`src/rtl/alu_arbiter_if.sv`:
```
// alu_arbiter_if: request/response bundle between client blocks and the
// shared-ALU arbiter.
//   i_req_valid  N        per-requester request valid
//   o_req_ready  N        one-hot grant (combinational)
//   i_req_a/b    N*WIDTH  operands, requester i at [i*WIDTH +: WIDTH]
//   i_req_op     N*3      opcodes, requester i at [i*3 +: 3]
//   o_rsp_valid  N        one-hot response strobe
//   o_rsp_result WIDTH    result, 0 when no response
//   o_rsp_zero/cf 1       flags, 0 when no response
//   o_pending    N        requester has an operation in flight
// master = client side, slave = arbiter side.
`ifndef WORD
`define WORD 8
`endif

interface alu_arbiter_if #(
  parameter int N     = 4,
  parameter int WIDTH = `WORD
);
  logic [N-1:0]       i_req_valid;
  logic [N-1:0]       o_req_ready;
  logic [N*WIDTH-1:0] i_req_a;
  logic [N*WIDTH-1:0] i_req_b;
  logic [N*3-1:0]     i_req_op;
  logic [N-1:0]       o_rsp_valid;
  logic [WIDTH-1:0]   o_rsp_result;
  logic               o_rsp_zero;
  logic               o_rsp_cf;
  logic [N-1:0]       o_pending;

  modport master (
    output i_req_valid, i_req_a, i_req_b, i_req_op,
    input  o_req_ready, o_rsp_valid, o_rsp_result, o_rsp_zero, o_rsp_cf,
           o_pending
  );

  modport slave (
    input  i_req_valid, i_req_a, i_req_b, i_req_op,
    output o_req_ready, o_rsp_valid, o_rsp_result, o_rsp_zero, o_rsp_cf,
           o_pending
  );
endinterface

```
`src/rtl/alu_arbiter.sv`:
```
// pipeline_alu: two-stage ALU. Stage 1 registers operands, stage 2 registers
// the computed result and flags, so a result appears two cycles after issue.
//   i_clk, i_rst       clock, async active-high reset
//   i_valid, i_a, i_b, i_op   issue side
//   o_valid, o_result, o_zero, o_cf   result side
// Opcodes: 0 ADD, 1 SUB (cf = borrow), 2 AND, 3 OR, 4 XOR,
//          5 SHL by 1 (cf = msb out), 6 SHR by 1 (cf = lsb out), 7 pass B.
//
// alu_arbiter: round-robin arbiter sharing one pipeline_alu between N
// requesters, one operation in flight per requester, tagged responses.
//   i_clk, i_rst   clock, async active-high reset
//   bus            alu_arbiter_if slave modport (request/response bundle)
`ifndef WORD
`define WORD 8
`endif

module pipeline_alu #(
  parameter int WIDTH = `WORD
) (
  input  logic             i_clk,
  input  logic             i_rst,
  input  logic             i_valid,
  input  logic [WIDTH-1:0] i_a,
  input  logic [WIDTH-1:0] i_b,
  input  logic [2:0]       i_op,
  output logic             o_valid,
  output logic [WIDTH-1:0] o_result,
  output logic             o_zero,
  output logic             o_cf
);
  localparam logic [2:0] OP_ADD = 3'd0;
  localparam logic [2:0] OP_SUB = 3'd1;
  localparam logic [2:0] OP_AND = 3'd2;
  localparam logic [2:0] OP_OR  = 3'd3;
  localparam logic [2:0] OP_XOR = 3'd4;
  localparam logic [2:0] OP_SHL = 3'd5;
  localparam logic [2:0] OP_SHR = 3'd6;

  logic             v1;
  logic [WIDTH-1:0] a1;
  logic [WIDTH-1:0] b1;
  logic [2:0]       op1;
  logic [WIDTH:0]   ext;

  always_ff @(posedge i_clk or posedge i_rst) begin
    if (i_rst) begin
      v1  <= 1'b0;
      a1  <= '0;
      b1  <= '0;
      op1 <= '0;
    end else begin
      v1 <= i_valid;
      if (i_valid) begin
        a1  <= i_a;
        b1  <= i_b;
        op1 <= i_op;
      end
    end
  end

  // ext[WIDTH] is the carry/borrow/shifted-out bit.
  always_comb begin
    ext = '0;
    case (op1)
      OP_ADD:  ext = {1'b0, a1} + {1'b0, b1};
      OP_SUB:  ext = {1'b0, a1} - {1'b0, b1};
      OP_AND:  ext = {1'b0, a1 & b1};
      OP_OR:   ext = {1'b0, a1 | b1};
      OP_XOR:  ext = {1'b0, a1 ^ b1};
      OP_SHL:  ext = {a1, 1'b0};
      OP_SHR:  ext = {a1[0], 1'b0, a1[WIDTH-1:1]};
      default: ext = {1'b0, b1};
    endcase
  end

  always_ff @(posedge i_clk or posedge i_rst) begin
    if (i_rst) begin
      o_valid  <= 1'b0;
      o_result <= '0;
      o_zero   <= 1'b0;
      o_cf     <= 1'b0;
    end else begin
      o_valid  <= v1;
      o_result <= ext[WIDTH-1:0];
      o_zero   <= (ext[WIDTH-1:0] == '0);
      o_cf     <= ext[WIDTH];
    end
  end
endmodule

module alu_arbiter #(
  parameter int WIDTH = `WORD,
  parameter int N     = 4,
  parameter int IDW   = $clog2(N)
) (
  input  logic         i_clk,
  input  logic         i_rst,
  alu_arbiter_if.slave bus
);
  localparam logic [IDW:0]   N_EXT = (IDW+1)'(N);
  localparam logic [IDW-1:0] LAST  = IDW'(N-1);
  localparam logic [N-1:0]   ONE_N = {{(N-1){1'b0}}, 1'b1};

  logic [IDW-1:0]   ptr;
  logic [IDW-1:0]   gnt;
  logic [IDW:0]     cand;
  logic             found;
  logic             fire;
  logic [N-1:0]     pending;
  logic [N-1:0]     eligible;
  logic [N-1:0]     ready;
  logic [N-1:0]     set_mask;
  logic [N-1:0]     rsp_oh;
  logic [IDW-1:0]   tag1;
  logic [IDW-1:0]   tag2;
  logic             tv1;
  logic             tv2;
  logic [WIDTH-1:0] alu_a;
  logic [WIDTH-1:0] alu_b;
  logic [2:0]       alu_op;
  logic             alu_valid;
  logic [WIDTH-1:0] alu_result;
  logic             alu_zero;
  logic             alu_cf;

  assign eligible = bus.i_req_valid & ~pending;

  // Rotating search starting at ptr; the sum is kept one bit wider so the
  // wrap works for non-power-of-two N.
  always_comb begin
    found = 1'b0;
    gnt   = '0;
    cand  = '0;
    for (int k = 0; k < N; k++) begin
      cand = {1'b0, ptr} + (IDW+1)'(k);
      if (cand >= N_EXT) cand = cand - N_EXT;
      if (!found && eligible[cand[IDW-1:0]]) begin
        found = 1'b1;
        gnt   = cand[IDW-1:0];
      end
    end
  end

  assign ready    = found ? (ONE_N << gnt) : '0;
  assign fire     = |(bus.i_req_valid & ready);
  assign set_mask = fire ? (ONE_N << gnt) : '0;
  assign rsp_oh   = tv2 ? (ONE_N << tag2) : '0;

  assign alu_a  = bus.i_req_a[gnt*WIDTH +: WIDTH];
  assign alu_b  = bus.i_req_b[gnt*WIDTH +: WIDTH];
  assign alu_op = bus.i_req_op[gnt*3 +: 3];

  pipeline_alu #(.WIDTH(WIDTH)) u_alu (
    .i_clk    (i_clk),
    .i_rst    (i_rst),
    .i_valid  (fire),
    .i_a      (alu_a),
    .i_b      (alu_b),
    .i_op     (alu_op),
    .o_valid  (alu_valid),
    .o_result (alu_result),
    .o_zero   (alu_zero),
    .o_cf     (alu_cf)
  );

  always_ff @(posedge i_clk or posedge i_rst) begin
    if (i_rst) begin
      ptr     <= '0;
      pending <= '0;
      tag1    <= '0;
      tag2    <= '0;
      tv1     <= 1'b0;
      tv2     <= 1'b0;
    end else begin
      if (fire) ptr <= (gnt == LAST) ? '0 : gnt + 1'b1;
      // A pending requester is never granted, so set and clear never
      // target the same bit.
      pending <= (pending & ~rsp_oh) | set_mask;
      tag1    <= gnt;
      tv1     <= fire;
      tag2    <= tag1;
      tv2     <= tv1;
    end
  end

  assign bus.o_req_ready  = ready;
  assign bus.o_rsp_valid  = rsp_oh;
  assign bus.o_rsp_result = tv2 ? alu_result : '0;
  assign bus.o_rsp_zero   = tv2 & alu_zero;
  assign bus.o_rsp_cf     = tv2 & alu_cf;
  assign bus.o_pending    = pending;

  a_tag_aligned: assert property (@(posedge i_clk) disable iff (i_rst)
    tv2 == alu_valid);
  a_grant_onehot: assert property (@(posedge i_clk) disable iff (i_rst)
    $onehot0(ready));
endmodule

```
`src/flat_wrapper.sv`:
```
// flat-port wrapper written by rule: the top's interface ports become plain ports
module alu_arbiter_flat 
#(
  parameter int WIDTH = `WORD,
  parameter int N     = 4,
  parameter int IDW   = $clog2(N)
)
  (i_clk, i_rst, bus_i_req_valid, bus_i_req_a, bus_i_req_b, bus_i_req_op, bus_o_req_ready, bus_o_rsp_valid, bus_o_rsp_result, bus_o_rsp_zero, bus_o_rsp_cf, bus_o_pending);
  alu_arbiter_if #(.N(N), .WIDTH(WIDTH)) bus_i ();
  input  logic i_clk;
  input  logic i_rst;
  input wire logic [$bits(bus_i.i_req_valid)-1:0] bus_i_req_valid;
  input wire logic [$bits(bus_i.i_req_a)-1:0] bus_i_req_a;
  input wire logic [$bits(bus_i.i_req_b)-1:0] bus_i_req_b;
  input wire logic [$bits(bus_i.i_req_op)-1:0] bus_i_req_op;
  output wire logic [$bits(bus_i.o_req_ready)-1:0] bus_o_req_ready;
  output wire logic [$bits(bus_i.o_rsp_valid)-1:0] bus_o_rsp_valid;
  output wire logic [$bits(bus_i.o_rsp_result)-1:0] bus_o_rsp_result;
  output wire logic [$bits(bus_i.o_rsp_zero)-1:0] bus_o_rsp_zero;
  output wire logic [$bits(bus_i.o_rsp_cf)-1:0] bus_o_rsp_cf;
  output wire logic [$bits(bus_i.o_pending)-1:0] bus_o_pending;
  assign bus_i.i_req_valid = bus_i_req_valid;
  assign bus_i.i_req_a = bus_i_req_a;
  assign bus_i.i_req_b = bus_i_req_b;
  assign bus_i.i_req_op = bus_i_req_op;
  assign bus_o_req_ready = bus_i.o_req_ready;
  assign bus_o_rsp_valid = bus_i.o_rsp_valid;
  assign bus_o_rsp_result = bus_i.o_rsp_result;
  assign bus_o_rsp_zero = bus_i.o_rsp_zero;
  assign bus_o_rsp_cf = bus_i.o_rsp_cf;
  assign bus_o_pending = bus_i.o_pending;
  alu_arbiter #(.WIDTH(WIDTH), .N(N), .IDW(IDW)) u_core (.i_clk(i_clk), .i_rst(i_rst), .bus(bus_i));
endmodule
```
`config.mk`:
```
export PLATFORM = sky130hd
export DESIGN_NAME = alu_arbiter_flat
export DESIGN_NICKNAME = d
export VERILOG_FILES = /design/src/rtl/alu_arbiter_if.sv /design/src/rtl/alu_arbiter.sv /design/src/flat_wrapper.sv
export SDC_FILE = /design/constraint.sdc
export NUM_CORES = 1
export LEC_CHECK = 0
export ABC_AREA = 1
export CORE_ASPECT_RATIO = 0.7
export CORE_UTILIZATION = 53
export DETAILED_ROUTE_END_ITERATION = 6
export HOLD_SLACK_MARGIN = 0.03
export PLACE_DENSITY = 0.85
export RECOVER_POWER = 25
export REMOVE_ABC_BUFFERS = 1
export SYNTH_ARGS = -nofsm -noshare
export SYNTH_HDL_FRONTEND = slang
export SYNTH_SLANG_ARGS = --single-unit
export TNS_END_PERCENT = 1
```
`constraint.sdc`:
```
create_clock -name i_clk -period 5.3 [get_ports i_clk]
set_clock_uncertainty 0.2 [all_clocks]
set_input_delay 0.795 -clock i_clk [delete_from_list [all_inputs] [get_ports i_clk]]
set_output_delay 0.795 -clock i_clk [all_outputs]
set_load 0.1 [all_outputs]
```
== Yosys cells after proc, flatten, opt, wreduce, memory -nomap -nowiden ==
Index checks and enable logic that the tools add are counted.
Storage, ports and cells
  logic and storage cells: 89
  register bits after elaboration: 41
  bits of input ports: 82
Operators by class
  bitwise operators: 11
  order comparisons: 8
  reduce and logical (&&, ||, !) cells: 9
  multiplexer cells: 26
  $add $sub $neg: 10
  multipliers: 1
  equal/unequal tests: 7
  shift-type cells: 5
Operators by type and width (number)
  $shiftx 32x6->8: 2
  $pmux 9 s7: 1
  $mux 2: 9
  $and 4x4->4: 3
  $lt 2x3->1 const B: 4
  $mux 4: 3
  $shiftx 12x5->3: 1
  $add 8x8->9: 1
  $eq 3x3->1 const B: 3
  $ge 3x3->1 const B: 3
  $sub 8x8->9: 1
  $and 8x8->8: 1
  $bmux 1 s2: 4
  $logic_not 8->1: 1
  $mux 1: 8
  $mux 8: 1
  $not 4->4: 2
  $or 8x8->8: 1
  $shl 1x2->4 const A: 2
  $sub 2x1->2 const B: 4
  $xor 8x8->8: 1
  $add 2x2->3 const B: 2
  $eq 3x2->1 const B: 2
  $mul 2x2->4 const B: 1
  11 further kinds: 16

== Logic depth before layout (Yosys ltp) ==
  depth after elaboration: 20
  depth in mapped cells: 21
  mapped depth without buffers: 21

== Cells and area by module ==
Synthesis repeated with hierarchy kept, for this count alone.
Unflattened totals
  cells, all modules: 611
  area total of the unflattened synthesis: 4080.2 µm²
Modules (own cells, without submodules)
  pipeline_alu: times used 1, cells an instance 330, area each 2374.8 µm², sequential area each 775.7 µm²
  alu_arbiter: times used 1, cells an instance 281, area each 1705.4 µm², sequential area each 300.3 µm²

== Worst setup path after synthesis ==
Ideal clock, no wire load.
  kind: reg2out
  from: register u_core.pending[3] (netlist: u_core.bus.o_pending[3])
  to: output port bus_o_req_ready[2]
  cell stages (with the launch flop): 15
  arrival: 3512 ps
  required time: 4305 ps
  path buffers: 1
  path slack: 793 ps
  path through: dfrtp_1 > inv_1 > nand3_1 > nand3_1 > nand2_2 > nand2_2 > nor2_4 > nand2_2 > nand2_2 > nand2_2 > buf_2 > inv_1 > ha_1 > inv_1 > nor2_1
Between the ends
  longest elaborated chain between the ends: 16
RTL lines
  start: declaration: RTL line alu_arbiter.sv:109  | logic [N-1:0] pending;
  start signal: assignment: RTL line alu_arbiter.sv:178  | pending <= (pending & ~rsp_oh) | set_mask;
  $not 4->4 (*): RTL line alu_arbiter.sv:126  | assign eligible = bus.i_req_valid & ~pending;
  $and 4x4->4 (*): RTL line alu_arbiter.sv:126
  $bmux 1 s2: RTL line alu_arbiter.sv:137  | if (!found && eligible[cand[IDW-1:0]]) begin
  $mux 1 (not written as such): RTL line alu_arbiter.sv:137
  $mux 1: RTL line alu_arbiter.sv:137
  $logic_not 1->1: RTL line alu_arbiter.sv:137
  $logic_and 1x1->1: RTL line alu_arbiter.sv:137
  $mux 1: RTL line alu_arbiter.sv:137
  $logic_not 1->1: RTL line alu_arbiter.sv:137
  $logic_and 1x1->1: RTL line alu_arbiter.sv:137
  $mux 1: RTL line alu_arbiter.sv:137
  $logic_not 1->1: RTL line alu_arbiter.sv:137
  $logic_and 1x1->1: RTL line alu_arbiter.sv:137
  $mux 2 (*): RTL line alu_arbiter.sv:137
  via u_core.gnt[0]: RTL line alu_arbiter.sv:105  | logic [IDW-1:0] gnt;
  $shl 1x2->4 (*): RTL line alu_arbiter.sv:144  | assign ready = found ? (ONE_N << gnt) : '0;
  $mux 4 (*): RTL line alu_arbiter.sv:144
  end: declaration: RTL line flat_wrapper.sv:16  | output wire logic [$bits(bus_i.o_req_ready)-1:0] bus_o_req_ready;
The timed path passes the listed nets; every way through them passes the cells marked *. The select of a mux whose other input is x is not followed.

== Final worst setup path ==
  from: input port bus_i_req_valid[2]
  to: output port bus_o_req_ready[1]
Between the ends
  longest elaborated chain between the ends: 15
RTL lines
  start: declaration: RTL line flat_wrapper.sv:12  | input wire logic [$bits(bus_i.i_req_valid)-1:0] bus_i_req_valid;
  $and 4x4->4 (*): RTL line alu_arbiter.sv:126
  $bmux 1 s2: RTL line alu_arbiter.sv:137
  $mux 1 (not written as such): RTL line alu_arbiter.sv:137
  $mux 1: RTL line alu_arbiter.sv:137
  $logic_not 1->1: RTL line alu_arbiter.sv:137
  $logic_and 1x1->1: RTL line alu_arbiter.sv:137
  $mux 1: RTL line alu_arbiter.sv:137
  $logic_not 1->1: RTL line alu_arbiter.sv:137
  $logic_and 1x1->1: RTL line alu_arbiter.sv:137
  $mux 1: RTL line alu_arbiter.sv:137
  $logic_not 1->1: RTL line alu_arbiter.sv:137
  $logic_and 1x1->1: RTL line alu_arbiter.sv:137
  $mux 2: RTL line alu_arbiter.sv:137
  $shl 1x2->4: RTL line alu_arbiter.sv:144
  $mux 4 (*): RTL line alu_arbiter.sv:144
Mark *: on every way between the ends. The rest lies on a longest branch, timed or not. The select of a mux whose other input is x is not followed.

==> impl_metrics.py <==
metrics = {
    "yosys": {
        "ys_types": 31,
        "synth_top_family_by_area": "simple AND/OR/NAND/NOR gates",
        "synthMostInstantiatedCell": "sky130_fd_sc_hd__nand2_1",
        "synth_area_in_compound_gates": 0.0767,
        "yosys_warnings": 0,
        "synth.area.mux_share": 0,
        "arithmetic_cell_share_of_the_synthesized_area_counting_full_adders_half_adders_and_majority_gates": 0.103,
        "synth_simple_gate_area_frac": 0.404,
        "synth_top_cells_by_area": "sky130_fd_sc_hd__dfrtp_1, sky130_fd_sc_hd__nand3_1, sky130_fd_sc_hd__nand2_1",
        "ys_seq_elements": 41,
        "synth_enable_flop_cells": 0,
        "yosys.area.top_type": "sky130_fd_sc_hd__dfrtp_1",
        "async_reset_ff_frac": 1.00,
        "netlist_instances": 566,
        "netlist_area_um2": 3720,
        "sequential_element_share_of_the_synthesized_area": 0.276,
        "synth_common_cells": "sky130_fd_sc_hd__nand2_1, sky130_fd_sc_hd__nand3_1, sky130_fd_sc_hd__inv_1, sky130_fd_sc_hd__dfrtp_1, sky130_fd_sc_hd__ha_1",
        "netlist.area_leader.share": 0.276,
        "synthXorXnorAreaFrac": 0.0141,
        "syn_area_per_cell_um2": 6.57,
        "postSynth.topFlopCell": "sky130_fd_sc_hd__dfrtp_1",
    },
    "clocking": {
        "cts-htree-levels": 2,
        "number_of_gates_resized_after_cts": 0,
        "cts_made_buffers": 5,
        "cts_root_buf": "sky130_fd_sc_hd__clkbuf_8",
        "postCtsSetupBuffers": 0,
        "cts.sinks": 41,
        "postCtsHoldBufs": 0,
        "clkLatencyLatePin_ns": 0.29,
        "cts_tree": "built",
        "cts-root-to-sink-buffers": 2,
        "cts.clk_slew.worst_paths_ns": 0.08,
    },
    "worst_setup_path": {
        "timing.critical_path.cells": "clkdlybuf4s50_1, nand3_1, nand3_1, nand2_2, nand2_2, nor2_4, nand3_1, nand2_1, buf_4, inv_1, ha_1, inv_1, nor2_1, buf_12",
        "crit_path_frequent_cell": "sky130_fd_sc_hd__nand3_1",
        "critical-path-slowest-cell": "sky130_fd_sc_hd__clkdlybuf4s50_1",
        "worst_path_bufs_invs": 5,
        "path_class": "input pin to output pin",
        "capturing_element_type_of_the_critical_path": "output pin",
        "family_with_the_most_delay_on_the_worst_path": "buffers and inverters",
        "cp_data_arrival_time_ns": 3.51,
        "timing.critical_path.from_type": "input pin",
        "critical_path.max_fanout": 23,
        "slowest_delay_ns": 0.55,
        "critPathRequiredTime_ns": 4.30,
    },
    "layout": {
        "area_growth_syn_to_layout_pct": 31.5,
        "layout.nets": 770,
        "final_core_util": 0.724,
        "share_of_post_route_cells_with_drive_strength_above_1": 0.0470,
        "post_layout_nonfiller_instances": 753,
        "n_antenna_cell": 0,
    },
    "placed_design": {
        "dp_cells": 745,
        "gp_routability_congestion": 0.949,
        "place_hpwl_um": 8740,
        "placement.io_buffers": 103,
    },
    "routing": {
        "via_count_of_the_routed_design": 4171,
        "drt-initial-drc-count": 333,
        "drt_first_pass_iters": 6,
        "drc_errors": 0,
        "avgRoutedWirePerCell_um": 14.9,
        "wirelength_um": 11200,
        "drtAntennaViolNets": 0,
        "via_per_inst": 5.54,
    },
    "timing": {
        "worst_slew_pin_slew_ns": 2.12,
        "setup_viol": 0,
        "slew_headroom": -0.414,
        "finalHoldWorstSlack_ns": 0.157,
        "period_share": 0.851,
        "fmax_mhz": 222,
        "setup_repair_after_global_routing_missed_its_margin": "no",
        "period_minus_slack_ns": 4.51,
        "report.final.slew_viol_count": 42,
        "hold_viol": 0,
    },
    "global_route": {
        "track_usage": 0.315,
        "grt_pass1_wl_um": 18000,
        "overflow": 0,
        "grt_max_degree": 42,
        "grt_pass1_vias": 3681,
        "grt_antenna_before_repair": 0,
    },
    "die": {
        "design.core.area_um2": 6760,
        "dieHeight_um": 72.1,
        "die_area_um2": 7370,
        "die_x_um": 102,
        "floorplan.initialDensity": 0.551,
        "fp-row-count": 25,
        "io_pins": 104,
    },
    "outcome": {
        "violated_checks": "max-capacitance violations, max-slew violations",
        "run_status": "finished, violations left",
    },
    "run": {
        "cap_viol_max_count": 1,
    },
    "hold_path": {
        "hold_path_class": "register to register",
    },
}
## cell usage in the layout, fill, tap and decap left out, types with 2 or more instances in the layout
cell	netlist	layout
sky130_fd_sc_hd__inv_2	2	2
sky130_fd_sc_hd__nand2_1	156	156
sky130_fd_sc_hd__a21oi_1	10	10
sky130_fd_sc_hd__nor2_1	19	19
sky130_fd_sc_hd__buf_4	6	4
sky130_fd_sc_hd__a211oi_1	2	2
sky130_fd_sc_hd__xor2_1	6	6
sky130_fd_sc_hd__nor3_1	9	9
sky130_fd_sc_hd__nand3_1	134	134
sky130_fd_sc_hd__o21ai_0	12	12
sky130_fd_sc_hd__or2_2	2	2
sky130_fd_sc_hd__inv_1	79	79
sky130_fd_sc_hd__buf_12	0	4
sky130_fd_sc_hd__o22ai_1	11	11
sky130_fd_sc_hd__clkdlybuf4s50_1	0	98
sky130_fd_sc_hd__o2111ai_1	2	2
sky130_fd_sc_hd__nand4_1	5	5
sky130_fd_sc_hd__nand2_2	8	8
sky130_fd_sc_hd__a31oi_1	2	2
sky130_fd_sc_hd__nor2_4	2	2
sky130_fd_sc_hd__o211ai_1	5	5
sky130_fd_sc_hd__clkbuf_8	0	5
sky130_fd_sc_hd__dfrtp_1	41	41
sky130_fd_sc_hd__ha_1	29	29
## stage by stage
step | cell area, um^2 | TNS [ns] | worst slack (ns)
detailed placement | 4790 | 0 | 0.881
floorplan | 3560 | -0.179 | -0.0896
CTS | 4900 | 0 | 0.820
global route | 4890 | 0 | 0.596
finish | 4890 | 0 | 0.790
global placement | 4790 | 0 | 0.912
## per-layer routing
metal	track usage	part of all wire	vias up
met3	0.0761	0.10	16
met2	0.506	0.45	239
met5	0	0	-
li1	-	-	2027
met1	0.436	0.44	1889
met4	0.0587	0.010	0
## registers in the layout, summed over array words and instances, names as in the netlist
signal,cells
u_core.u_alu.b1,8
u_core.ptr,2
u_core.bus.o_pending,4
u_core.u_alu.a1,8
u_core.u_alu.o_zero,1
u_core.tv1,1
u_core.u_alu.op1,3
u_core.tag2,2
u_core.u_alu.o_cf,1
u_core.u_alu.o_result,8
u_core.tag1,2
u_core.tv2,1
## logic make-up (layout without fill, tap and decap cells)
| kind of cell | after synthesis | after routing |
|---|---|---|
| compound gates | 47 | 47 |
| xor+xnor | 6 | 6 |
| fa+ha+maj | 30 | 30 |
| buf+inv | 105 | 198 |
| flops | 41 | 41 |
| simple gates | 337 | 337 |
## worst paths after layout
kind / slack, ns / cells after the start / end / start
max reg2reg: 1.32 / 15 / u_core.u_alu.o_zero / u_core.u_alu.op1[2]
min: 0.16 / 0 / u_core.tag2[1] / u_core.tag1[1]
min in group asynchronous: 1.51 / 3 / u_core.tv1 / i_rst
min reg2reg: 0.16 / 0 / u_core.tag2[1] / u_core.tag1[1]
max: 0.79 / 14 / bus_o_req_ready[1] / bus_i_req_valid[2]
max in group asynchronous: 2.18 / 3 / u_core.u_alu.b1[1] / i_rst
## layout make-up
| class | instances | area (um^2) |
|---|---|---|
| clock inverter | 3 | 43.8 |
| sequential | 41 | 1030 |
| tap | 94 | 118 |
| clock buffer | 5 | 68.8 |
| fill | 576 | 1860 |
| multi-input combinational | 420 | 2220 |
| inverter | 82 | 310 |
| timing repair buffer | 108 | 1100 |
Power is left out: the tool's default activity adds up to more than one toggle a clock period on the data nets, which glitch-free logic cannot reach.
